--- config.mk ---
export PLATFORM = sky130hd
export DESIGN_NAME = snake_seg_mem_arbiter_flat
export DESIGN_NICKNAME = d
export VERILOG_FILES = /design/src/rtl/snake_seg_mem_arbiter_if.sv /design/src/rtl/snake_seg_mem_arbiter.sv /design/src/flat_wrapper.sv
export SDC_FILE = /design/constraint.sdc
export NUM_CORES = 1
export LEC_CHECK = 0
export CORE_MARGIN = 2
export CORE_UTILIZATION = 37
export CTS_CLUSTER_DIAMETER = 30
export DETAILED_ROUTE_END_ITERATION = 12
export PLACE_DENSITY_LB_ADDON = 0.15
export SLEW_MARGIN = 0
export SYNTH_ARGS = -nofsm -noshare
export SYNTH_HDL_FRONTEND = slang
export SYNTH_SLANG_ARGS = --single-unit
--- constraint.sdc ---
create_clock -name sys_clk -period 2 [get_ports sys_clk]
set_input_delay 0.3 -clock sys_clk [delete_from_list [all_inputs] [get_ports sys_clk]]
set_output_delay 0.3 -clock sys_clk [all_outputs]
set_load 0.1 [all_outputs]
--- src/rtl/snake_seg_mem_arbiter_if.sv ---
// rtl/snake_seg_mem_arbiter_if.sv - game/VGA request and segment RAM bus bundle
interface snake_seg_mem_arbiter_if #(
    parameter int AW = 6,
    parameter int DW = 12
);
    logic          game_req;
    logic          game_we;
    logic [AW-1:0] game_addr;
    logic [DW-1:0] game_wdata;
    logic          game_gnt;
    logic          game_rvalid;
    logic [DW-1:0] game_rdata;
    logic          vga_req;
    logic [AW-1:0] vga_addr;
    logic          vga_gnt;
    logic          vga_rvalid;
    logic [DW-1:0] vga_rdata;
    logic          ram_en;
    logic          ram_we;
    logic [AW-1:0] ram_addr;
    logic [DW-1:0] ram_wdata;
    logic [DW-1:0] ram_rdata;

    modport slave (
        input  game_req, game_we, game_addr, game_wdata, vga_req, vga_addr, ram_rdata,
        output game_gnt, game_rvalid, game_rdata, vga_gnt, vga_rvalid, vga_rdata,
        output ram_en, ram_we, ram_addr, ram_wdata
    );

    modport master (
        output game_req, game_we, game_addr, game_wdata, vga_req, vga_addr, ram_rdata,
        input  game_gnt, game_rvalid, game_rdata, vga_gnt, vga_rvalid, vga_rdata,
        input  ram_en, ram_we, ram_addr, ram_wdata
    );
endinterface

--- src/rtl/snake_seg_mem_arbiter.sv ---
// rtl/snake_seg_mem_arbiter.sv - game-priority segment RAM arbiter with VGA starvation guard
module snake_seg_mem_arbiter #(
    parameter int X_BITS       = 6,
    parameter int Y_BITS       = 6,
    parameter int S_ADDR_W     = 6,
    parameter int STARVE_LIMIT = 4
) (
    input  logic                          sys_clk,
    input  logic                          sys_reset,
    snake_seg_mem_arbiter_if.slave        bus,
    output logic [7:0]                    starve_events
);
    localparam int DW = X_BITS + Y_BITS;
    localparam int CW = $clog2(STARVE_LIMIT + 1);

    localparam logic [0:0] ST_GAME_PRI   = 1'b0;
    localparam logic [0:0] ST_VGA_FORCED = 1'b1;

    logic [0:0]    r_state;
    logic [CW-1:0] r_starve_cnt;
    logic [7:0]    r_starve_events;
    logic          r_game_rvalid;
    logic          r_vga_rvalid;
    logic [DW-1:0] r_game_hold;
    logic [DW-1:0] r_vga_hold;

    logic          w_forced;
    logic          w_game_gnt;
    logic          w_vga_gnt;
    logic [CW-1:0] w_cnt_inc;

    always_comb begin
        w_forced   = (r_state == ST_VGA_FORCED);
        w_game_gnt = bus.game_req & ~w_forced;
        w_vga_gnt  = bus.vga_req & (w_forced | ~bus.game_req);
        w_cnt_inc  = r_starve_cnt + CW'(1);
    end

    assign bus.game_gnt  = w_game_gnt;
    assign bus.vga_gnt   = w_vga_gnt;
    assign bus.ram_en    = w_game_gnt | w_vga_gnt;
    assign bus.ram_we    = w_game_gnt & bus.game_we;
    assign bus.ram_addr  = w_game_gnt ? bus.game_addr : bus.vga_addr;
    assign bus.ram_wdata = bus.game_wdata;

    // Read data is live from the RAM in the valid cycle and held afterwards.
    assign bus.game_rvalid = r_game_rvalid;
    assign bus.game_rdata  = r_game_rvalid ? bus.ram_rdata : r_game_hold;
    assign bus.vga_rvalid  = r_vga_rvalid;
    assign bus.vga_rdata   = r_vga_rvalid ? bus.ram_rdata : r_vga_hold;
    assign starve_events   = r_starve_events;

    always_ff @(posedge sys_clk or posedge sys_reset) begin
        if (sys_reset) begin
            r_state         <= ST_GAME_PRI;
            r_starve_cnt    <= '0;
            r_starve_events <= '0;
            r_game_rvalid   <= 1'b0;
            r_vga_rvalid    <= 1'b0;
            r_game_hold     <= '0;
            r_vga_hold      <= '0;
        end else begin
            r_game_rvalid <= w_game_gnt & ~bus.game_we;
            r_vga_rvalid  <= w_vga_gnt;
            if (r_game_rvalid) r_game_hold <= bus.ram_rdata;
            if (r_vga_rvalid)  r_vga_hold  <= bus.ram_rdata;

            case (r_state)
                ST_GAME_PRI: begin
                    if (w_vga_gnt) begin
                        r_starve_cnt <= '0;
                    end else if (w_game_gnt && bus.vga_req) begin
                        r_starve_cnt <= w_cnt_inc;
                        // Move on the grant that reaches the limit so the next slot is VGA's.
                        if (w_cnt_inc == CW'(STARVE_LIMIT)) r_state <= ST_VGA_FORCED;
                    end
                end
                default: begin
                    r_starve_cnt <= '0;
                    r_state      <= ST_GAME_PRI;
                    if (r_starve_events != 8'hFF) r_starve_events <= r_starve_events + 8'd1;
                end
            endcase
        end
    end
endmodule

--- src/flat_wrapper.sv ---
// flat-port wrapper written by rule: the top's interface ports become plain ports
module snake_seg_mem_arbiter_flat 
#(
    parameter int X_BITS       = 6,
    parameter int Y_BITS       = 6,
    parameter int S_ADDR_W     = 6,
    parameter int STARVE_LIMIT = 4
)
  (sys_clk, sys_reset, starve_events, bus_game_req, bus_game_we, bus_game_addr, bus_game_wdata, bus_vga_req, bus_vga_addr, bus_ram_rdata, bus_game_gnt, bus_game_rvalid, bus_game_rdata, bus_vga_gnt, bus_vga_rvalid, bus_vga_rdata, bus_ram_en, bus_ram_we, bus_ram_addr, bus_ram_wdata);
  snake_seg_mem_arbiter_if #(.AW(6), .DW(12)) bus_i ();
  input  logic sys_clk;
  input  logic sys_reset;
  output logic [7:0] starve_events;
  input wire logic [$bits(bus_i.game_req)-1:0] bus_game_req;
  input wire logic [$bits(bus_i.game_we)-1:0] bus_game_we;
  input wire logic [$bits(bus_i.game_addr)-1:0] bus_game_addr;
  input wire logic [$bits(bus_i.game_wdata)-1:0] bus_game_wdata;
  input wire logic [$bits(bus_i.vga_req)-1:0] bus_vga_req;
  input wire logic [$bits(bus_i.vga_addr)-1:0] bus_vga_addr;
  input wire logic [$bits(bus_i.ram_rdata)-1:0] bus_ram_rdata;
  output wire logic [$bits(bus_i.game_gnt)-1:0] bus_game_gnt;
  output wire logic [$bits(bus_i.game_rvalid)-1:0] bus_game_rvalid;
  output wire logic [$bits(bus_i.game_rdata)-1:0] bus_game_rdata;
  output wire logic [$bits(bus_i.vga_gnt)-1:0] bus_vga_gnt;
  output wire logic [$bits(bus_i.vga_rvalid)-1:0] bus_vga_rvalid;
  output wire logic [$bits(bus_i.vga_rdata)-1:0] bus_vga_rdata;
  output wire logic [$bits(bus_i.ram_en)-1:0] bus_ram_en;
  output wire logic [$bits(bus_i.ram_we)-1:0] bus_ram_we;
  output wire logic [$bits(bus_i.ram_addr)-1:0] bus_ram_addr;
  output wire logic [$bits(bus_i.ram_wdata)-1:0] bus_ram_wdata;
  assign bus_i.game_req = bus_game_req;
  assign bus_i.game_we = bus_game_we;
  assign bus_i.game_addr = bus_game_addr;
  assign bus_i.game_wdata = bus_game_wdata;
  assign bus_i.vga_req = bus_vga_req;
  assign bus_i.vga_addr = bus_vga_addr;
  assign bus_i.ram_rdata = bus_ram_rdata;
  assign bus_game_gnt = bus_i.game_gnt;
  assign bus_game_rvalid = bus_i.game_rvalid;
  assign bus_game_rdata = bus_i.game_rdata;
  assign bus_vga_gnt = bus_i.vga_gnt;
  assign bus_vga_rvalid = bus_i.vga_rvalid;
  assign bus_vga_rdata = bus_i.vga_rdata;
  assign bus_ram_en = bus_i.ram_en;
  assign bus_ram_we = bus_i.ram_we;
  assign bus_ram_addr = bus_i.ram_addr;
  assign bus_ram_wdata = bus_i.ram_wdata;
  snake_seg_mem_arbiter #(.X_BITS(X_BITS), .Y_BITS(Y_BITS), .S_ADDR_W(S_ADDR_W), .STARVE_LIMIT(STARVE_LIMIT)) u_core (.sys_clk(sys_clk), .sys_reset(sys_reset), .bus(bus_i), .starve_events(starve_events));
endmodule
==> results.txt, run 1 <==
Drt wl/cell: 15.7 um
First drt pass iteration count: 4
Initial antenna violation count: 0
Crit Path Class: in2out
GRT Total Usage: 16.5%
DRC violations left: 0
Row count: 24
Tcrit/Tclk final: 96.5%
Power Dens Cells: 1110 mW/mm2
Sw Share: 40.7%
Number of global-route vias before repair: 1343
Post-route setup TNS: 0 ps
Yosys warning count: 0
PortBufs: 72
Combinational power share: 47.3%
Clock latency on the worst-skew pair: 290 ps
Unrepaired setup endpoints after global routing: false
DRT Wirelength: 3.98 mm
# Max-Cap Violations: 0
Syn nets: 176
Leakage power: 1.29 nW
Status: complete, no violations
Critical Path Source Type: input port
Clock power share: 24.3%
Critical Path Fanout Max: 12
Internal: 1.93 mW
Yosys cell types: 28
Reg2Reg Setup Slack: 550 ps
Root buffer cell: clkbuf_8
Yosys reg bits: 38
Core footprint: 0.00444 mm2
Routability cong.: 0.781
Cts hold-fix bufs: 0
Min Hold Slack: 325 ps
Seq/Total Area, Yosys: 54.7%
Sw Pwr: 1.33 mW
Layout Cells excl Fill: 253
Pins Over Slew Limit: 0
Arr. time, crit path: 1630 ps
Period minus WS final: 1930 ps
Commonest non-fill, non-tap cells in the layout: buf_12 (36), dfrtp_1 (34), mux2_2 (32), clkdlybuf4s50_1 (28), buf_4 (12)
Setup violators final: 0
Post-place setup slack: 31.7 ps
Initial DRC Count: 76
Total Power: 3.26 mW
Worst-margin pin slew: 373 ps
Nets: 244
N_diodes: 0
Hold Path Class: in2async
Starting density of the core: 39.1%
Area grow syn2layout: 69.3%
Grt total ovfl: 0
PnR worst setup slack: 70.7 ps
Vias/cell: 4.89
Final hold viol count: 0
Clk buf depth: 2
Post-route clock skew: 3.55 ps
Clock-pin slew on the worst setup and hold paths: 70 ps
I/O pin cnt: 97
Peak VDD IR: 0.684 mV
Syn Inst Count: 132
Mapped Area: 0.00174 mm2
Number of H-tree levels: 2
Layout cell share with drive strength beyond 1: 50.2%
TritonCTS Buffers: 5
Worst slew margin: 75.2%
DP HPWL: 3.10 mm
Vias: 1238
Syn avg cell area: 13.2 um2
CTS tree: built
DIE AREA: 0.00526 mm2
Die width: 72.5 um
Max Fclk: 518 MHz
Commonest non-fill, non-tap cell in the layout: buf_12
Dpl cells: 245
Worst Setup End Kind: output port
Global-route wire length before repair: 6.56 mm
Remaining antenna violation count after routing: 0
Largest net degree at the start of global routing: 25
Worst EP required: 1700 ps
Die Ht: 72.5 um
Reg power frac: 28.4%
Num Clock Sinks: 38
[cell usage after synthesis (all sizes together)]
cell     number  area (um2)
and3          2        12.5
nand2b        4        25.0
nor2          2        7.51
buf          16         115
o21ai         1        8.76
and2          1        6.26
xnor2         2        17.5
mux2         33         375
ha            3        37.5
nor3          1        5.00
inv           4        15.0
nand3b        2        15.0
dfrtp        38         951
nor2b         3        21.3
nand3         4        25.0
o2111ai       1        8.76
o211ai        1        7.51
and4          2        20.0
nand4         2        12.5
a21oi         6        30.0
nand2         2        7.51
o21a          1        7.51
or2           1        6.26
[final timing paths]
| check | cells past startpoint | startpoint | end |
|---|---|---|---|
| worst max-delay path | 5 | bus_game_req | bus_ram_addr[2] |
| worst min-delay path | 3 | sys_reset | u_core.r_state |
| worst max register to register | 4 | u_core.starve_events[0] | u_core.starve_events[1] |
| worst min register to register | 1 | u_core.starve_events[0] | u_core.starve_events[0] |
| max in group asynchronous | 3 | sys_reset | u_core.bus.game_rvalid |
| min in group sys_clk | 1 | u_core.starve_events[0] | u_core.starve_events[0] |
[final cells by class]
cell class                 instances  area [um2]
clock inverter                     2        60.1
inverter                           4        15.0
multi-input combinational         74         661
fill                             323        1500
timing repair buffer              77        1100
sequential                        38         956
tap                               52        65.1
clock buffer                       6        82.6
[registers in the layout, summed over array words and instances (netlist names)]
register / count
u_core.r_state: 1
u_core.r_game_hold: 12
u_core.starve_events: 8
u_core.bus.vga_rvalid: 1
u_core.r_starve_cnt: 3
u_core.bus.game_rvalid: 1
u_core.r_vga_hold: 12
[what timing repair did]
item | CTS | global route
setup buffers | 0 | 0
gates resized for setup | 0 | 1
hold endpoints to repair | 0 | 0
setup endpoints to repair | 0 | 1
[cells by family (layout without fill, tap and decap cells)]
logic type / count (synthesis) / after routing / share of synthesized area (%)
fa+ha+maj: 3 / 3 / 2.16
flops: 38 / 38 / 54.7
compound gates: 10 / 10 / 3.60
buf+inv: 20 / 89 / 7.49
xor+xnor: 2 / 2 / 1.01
mux: 33 / 33 / 21.6
simple gates: 26 / 26 / 9.43
[worst max-delay path: stages]
cell	delay, ps
clkdlybuf4s50_1	460
nor2b_2	140
buf_6	160
mux2_2	380
buf_12	170
[power groups by stage]
stage                     combinational (mW)  sequential [mW]  clock [mW]
after floorplan                        0.977             1.06           0
after global placement                  1.53            0.937           0
after detailed placement                1.55            0.944           0
after CTS                               1.55            0.929       0.812
after global routing                    1.59            0.941       0.850
final                                   1.54            0.928       0.793
[per-stage QoR]
stage / area [um2] / util [%]
after floorplan: 1750 / -
after CTS: 2940 / 66.1
after global routing: 2940 / 66.2
final: 2940 / 66.2
after global placement: 2800 / 62.9
after detailed placement: 2800 / 62.9
[routing by layer]
metal  GRT usage [%]  wire length, um  part of all wire [%]
met5               0                0                     0
met4            6.17               62                   1.6
met3            6.81              322                   8.1
met2            27.2             2000                    50
met1            19.4             1590                    40
No activity file was read; power rests on OpenSTA's default activity.
==> inputs of run 2 (changes only) <==
--- a/config.mk
+++ b/config.mk
@@ -6,8 +6,8 @@
 export NUM_CORES = 1
 export LEC_CHECK = 0
 export CORE_MARGIN = 2
-export CORE_UTILIZATION = 37
-export CTS_CLUSTER_DIAMETER = 30
+export CORE_UTILIZATION = 41
+export CTS_CLUSTER_DIAMETER = 80
 export DETAILED_ROUTE_END_ITERATION = 12
 export PLACE_DENSITY_LB_ADDON = 0.15
 export SLEW_MARGIN = 0
==> results.txt, run 2 (synthesis results as in run 1) <==
Status: complete, no violations (unchanged)
Critical Path Source Type: input port (unchanged)
Largest net degree at the start of global routing: 27 (was 25)
Area occupied by multi-input gates: 661 um2 (unchanged)
DRC violations left: 0 (unchanged)
GRT Total Usage: 16.8% (was 16.5%)
Final hold viol count: 0 (unchanged)
Num Clock Sinks: 38 (unchanged)
I/O pin cnt: 97 (unchanged)
Layout Cells excl Fill: 251 (was 253)
Layout cell share with drive strength beyond 1: 49.8% (was 50.2%)
Tcrit/Tclk final: 96.8% (was 96.5%)
Routability cong.: 0.784 (was 0.781)
Period minus WS final: 1940 ps (was 1930 ps)
# Max-Cap Violations: 0 (unchanged)
Vias/cell: 5.00 (was 4.89)
Initial antenna violation count: 0 (unchanged)
Cts hold-fix bufs: 0 (unchanged)
Pins Over Slew Limit: 0 (unchanged)
Worst-margin pin slew: 348 ps (was 373 ps)
Remaining antenna violation count after routing: 0 (unchanged)
Core footprint: 0.00403 mm2 (was 0.00444 mm2)
Peak VDD IR: 0.461 mV (was 0.684 mV)
Clk buf depth: 2 (unchanged)
Clock latency on the worst-skew pair: 280 ps (was 290 ps)
Post-route clock skew: 7.19 ps (was 3.55 ps)
DRT Wirelength: 3.79 mm (was 3.98 mm)
Commonest non-fill, non-tap cells in the layout: buf_12 (37), dfrtp_1 (34), mux2_2 (32), clkdlybuf4s50_1 (28), buf_4 (11) (was buf_12 (36), dfrtp_1 (34), mux2_2 (32), clkdlybuf4s50_1 (28), buf_4 (12))
Leakage power: 1.27 nW (was 1.29 nW)
N_diodes: 0 (unchanged)
Nets: 245 (was 244)
Number of H-tree levels: 2 (unchanged)
Critical Path Fanout Max: 6 (was 12)
DIE AREA: 0.00478 mm2 (was 0.00526 mm2)
Hold Path Class: in2async (unchanged)
PortBufs: 72 (unchanged)
Min Hold Slack: 275 ps (was 325 ps)
Root buffer cell: clkbuf_8 (unchanged)
Crit Path Class: in2out (unchanged)
Die width: 69.1 um (was 72.5 um)
Grt total ovfl: 0 (unchanged)
Vias: 1256 (was 1238)
Unrepaired setup endpoints after global routing: false (unchanged)
TritonCTS Buffers: 5 (unchanged)
Initial DRC Count: 48 (was 76)
Global-route wire length before repair: 6.42 mm (was 6.56 mm)
Dpl cells: 243 (was 245)
Worst EP required: 1700 ps (about the same)
First drt pass iteration count: 4 (unchanged)
Setup violators final: 0 (unchanged)
Number of global-route vias before repair: 1387 (was 1343)
Fillcell total: 259 (was 323)
Die Ht: 69.1 um (was 72.5 um)
Drt wl/cell: 15.1 um (was 15.7 um)
DP HPWL: 3.07 mm (was 3.10 mm)
Power Dens Cells: 1030 mW/mm2 (was 1110 mW/mm2)
Post-route setup TNS: 0 ps (unchanged)
Max Fclk: 516 MHz (was 518 MHz)
Row count: 23 (was 24)
Area grow syn2layout: 66.9% (was 69.3%)
CTS tree: built (unchanged)
Worst slew margin: 76.8% (was 75.2%)
Clock-pin slew on the worst setup and hold paths: 70 ps (about the same)
Starting density of the core: 43.1% (was 39.1%)
Worst Setup End Kind: output port (unchanged)
Register area: 956 um2 (unchanged)
Commonest non-fill, non-tap cell in the layout: buf_12 (unchanged)
Arr. time, crit path: 1640 ps (was 1630 ps)
## run 2: cell count changes in the layout (fill, tap and decap cells not counted)
cell,delta
buf_2,+1
buf_12,+1
clkbuf_1,+1
bufinv_16,-2
buf_4,-1
## run 2: stage by stage
step	instance area, um2	power, mW	util, %	setup WS [ps]
final	2900	2.98	72.0	63.8
after global routing	2900	3.09	72.0	10.3
after CTS	2890	3.01	71.8	20.1
after detailed placement	2810	2.50	69.6	23.2
after global placement	2810	2.47	69.6	72.0
after floorplan	1750	2.04	-	63.2
## run 2: area by class of cell
cell class,count,share of cell area (%)
clock buffers,7,2.98
flip-flops and latches,38,33.0
repair buffers,78,38.6
well taps,50,2.16
multi-input cells,74,22.8
inverters,4,0.518
## run 2: path summary, 6_finish.rpt
path                                    startpoint                 endpoint  slack, ps  depth (start not counted)
max                                   bus_game_req          bus_ram_addr[5]         60                          5
min                                      sys_reset   u_core.r_starve_cnt[2]        270                          2
max reg2reg                u_core.starve_events[0]  u_core.starve_events[1]        560                          4
min reg2reg                u_core.starve_events[0]  u_core.starve_events[0]        510                          1
max in group asynchronous                sys_reset    u_core.r_game_hold[6]       1280                          3
min in group sys_clk       u_core.starve_events[0]  u_core.starve_events[0]        510                          1
## run 2: routing by layer
metal | GRT usage [%] | share of wire [%]
met1 | 17.7 | 35
met2 | 30.8 | 56
met3 | 6.73 | 8.3
met4 | 4.79 | 0.63
met5 | 0 | 0
## run 2: where the power goes
part	switching, mW	internal, mW	total, mW
Clock	0.230	0.273	0.503
Combinational	1.01	0.534	1.55
Sequential	0.0556	0.872	0.928
Total	1.30	1.68	2.98
## run 2: worst max-delay path: stages
cell and delay, ps:
clkdlybuf4s50_1 480, nor2b_2 180, buf_6 140, mux2_2 360, buf_12 170
## run 2: timing repair
item | in CTS | in global routing
gates resized for setup | 0 | 1
hold endpoints to repair | 0 | 0
buffers inserted | 0 | 0
endpoints found under the setup margin | 0 | 6
==> inputs of run 3 (changes only) <==
==> constraint.sdc (replaced) <==
create_clock -name sys_clk -period 2.5 [get_ports sys_clk]
set_input_delay 0.375 -clock sys_clk [delete_from_list [all_inputs] [get_ports sys_clk]]
set_output_delay 0.375 -clock sys_clk [all_outputs]
set_load 0.1 [all_outputs]
==> results.txt, run 3 (synthesis results as in run 1) <==
Final hold viol count: 0 (unchanged)
Layout cell share with drive strength beyond 1: 45.7% (was 49.8%)
Routability cong.: 0.786 (was 0.784)
GRT Total Usage: 16.4% (was 16.8%)
Reg2Reg Depth: 4 (unchanged)
Largest net degree at the start of global routing: 39 (was 27)
Number of H-tree levels: 2 (unchanged)
Root buffer cell: clkbuf_8 (unchanged)
Cts hold-fix bufs: 0 (unchanged)
Die width: 69.1 um (unchanged)
Num Clock Sinks: 38 (unchanged)
DRT Wirelength: 3.69 mm (was 3.79 mm)
Resized cells post-CTS: 0 (unchanged)
Initial DRC Count: 39 (was 48)
Crit Path Class: in2out (unchanged)
Starting density of the core: 43.1% (unchanged)
Worst EP required: 2120 ps (was 1700 ps)
Clock-pin slew on the worst setup and hold paths: 60 ps (was 70 ps)
Worst-margin pin slew: 573 ps (was 348 ps)
TritonCTS Buffers: 5 (unchanged)
PnR worst setup slack: 297 ps (was 63.8 ps)
Worst setup startpoint: bus_game_req (unchanged)
Arr. time, crit path: 1830 ps (was 1640 ps)
Pins Over Slew Limit: 0 (unchanged)
Post-route setup TNS: 0 ps (unchanged)
Number of global-route vias before repair: 1314 (was 1387)
Commonest non-fill, non-tap cells in the layout: dfrtp_1 (38), buf_12 (34), mux2_2 (32), clkdlybuf4s50_1 (28), buf_4 (12) (was buf_12 (37), dfrtp_1 (34), mux2_2 (32), clkdlybuf4s50_1 (28), buf_4 (11))
Initial antenna violation count: 0 (unchanged)
N_diodes: 0 (unchanged)
Clock latency on the worst-skew pair: 270 ps (was 280 ps)
Setup violators final: 0 (unchanged)
Max Fclk: 454 MHz
Area grow syn2layout: 62.0% (was 66.9%)
Die Ht: 69.1 um (unchanged)
Commonest non-fill, non-tap cell in the layout: dfrtp_1 (was buf_12)
Remaining antenna violation count after routing: 0 (unchanged)
Vias/cell: 4.91 (was 5.00)
Worst R2R End: u_core.starve_events[1] (unchanged)
# Max-Cap Violations: 0 (unchanged)
I/O pin cnt: 97 (unchanged)
Grt total ovfl: 0 (unchanged)
Crit path to: bus_ram_addr[1] (was bus_ram_addr[5])
Tcrit/Tclk final: 88.1%
Worst slew margin: 61.8% (was 76.8%)
Setup Buffers After CTS: 0 (unchanged)
Nets: 241 (was 245)
DIE AREA: 0.00478 mm2 (unchanged)
Critical Path Source Type: input port (unchanged)
Period minus WS final: 2200 ps
Reg2reg start: u_core.starve_events[0] (unchanged)
Vias: 1214 (was 1256)
DP HPWL: 2.95 mm (was 3.07 mm)
Core footprint: 0.00403 mm2 (unchanged)
DRC violations left: 0 (unchanged)
Power Dens Cells: 827 mW/mm2 (was 1030 mW/mm2)
Status: complete, no violations (unchanged)
Global-route wire length before repair: 6.28 mm (was 6.42 mm)
First drt pass iteration count: 4 (unchanged)
Unrepaired setup endpoints after global routing: false (unchanged)
CTS tree: built (unchanged)
Critical Path Fanout Max: 12 (was 6)
Reg2Reg Setup Slack: 1020 ps (was 560 ps)
Peak VDD IR: 0.332 mV (was 0.461 mV)
Post-route clock skew: 2.95 ps (was 7.19 ps)
Leakage power: 1.24 nW (was 1.27 nW)
Hold Path Class: in2async (unchanged)
PortBufs: 72 (unchanged)
Drt wl/cell: 14.9 um (was 15.1 um)
Row count: 23 (unchanged)
Post-place setup slack: 284 ps (was 23.2 ps)
Worst Setup End Kind: output port (unchanged)
Clk buf depth: 2 (unchanged)
[run 3: final cells by class]
cell class / instances / area [um2]
Clock buffer: 7 / 76.3
Fill cell: 306 / 1210
Inverter: 4 / 15.0
Multi-Input combinational cell: 74 / 659
Sequential cell: 38 / 951
Tap cell: 50 / 62.6
Timing Repair Buffer: 74 / 1050
[run 3: stage by stage]
step | cells | util (%) | power (mW) | hold WS, ps | cell area (um2)
2_1_floorplan | 132 | - | 1.63 | 441 | 1740
3_3_place_gp | 240 | 68.0 | 1.96 | 513 | 2740
3_5_place_dp | 240 | 68.0 | 1.98 | 521 | 2740
4_1_cts | 247 | 69.9 | 2.35 | 513 | 2820
5_1_grt | 247 | 69.9 | 2.42 | 550 | 2820
6_report | 247 | 69.9 | 2.33 | 501 | 2820
[run 3: power by group]
group | leakage, nW | internal, mW | switching [mW]
clock network | 0.0383 | 0.191 | 0.177
registers | 0.471 | 0.695 | 0.0436
logic | 0.727 | 0.417 | 0.804
total | 1.24 | 1.30 | 1.02
[run 3: layer usage]
layer	vias up	GRT usage, %	part of all wire [%]
met5	-	0	0
li1	575	-	-
met3	4	6.73	9.9
met4	0	5.45	1.0
met2	62	28.8	53
met1	573	17.7	36
[run 3: worst min-delay path by stage]
stage | start | slack [ps] | to
4_1_cts | sys_reset | 510 | u_core.bus.vga_rvalid
5_1_grt | u_core.r_vga_hold[4] | 550 | u_core.r_vga_hold[4]
3_5_place_dp | u_core.starve_events[0] | 520 | u_core.starve_events[0]
2_1_floorplan | bus_game_we | 440 | u_core.bus.game_rvalid
3_3_place_gp | u_core.starve_events[0] | 510 | u_core.starve_events[0]
6_report | sys_reset | 500 | u_core.r_game_hold[0]
[run 3: critical path, cell delays in order]
cell	delay (ps)
clkdlybuf4s50_1	530
nor2b_2	160
buf_4	200
mux2_2	380
buf_12	170
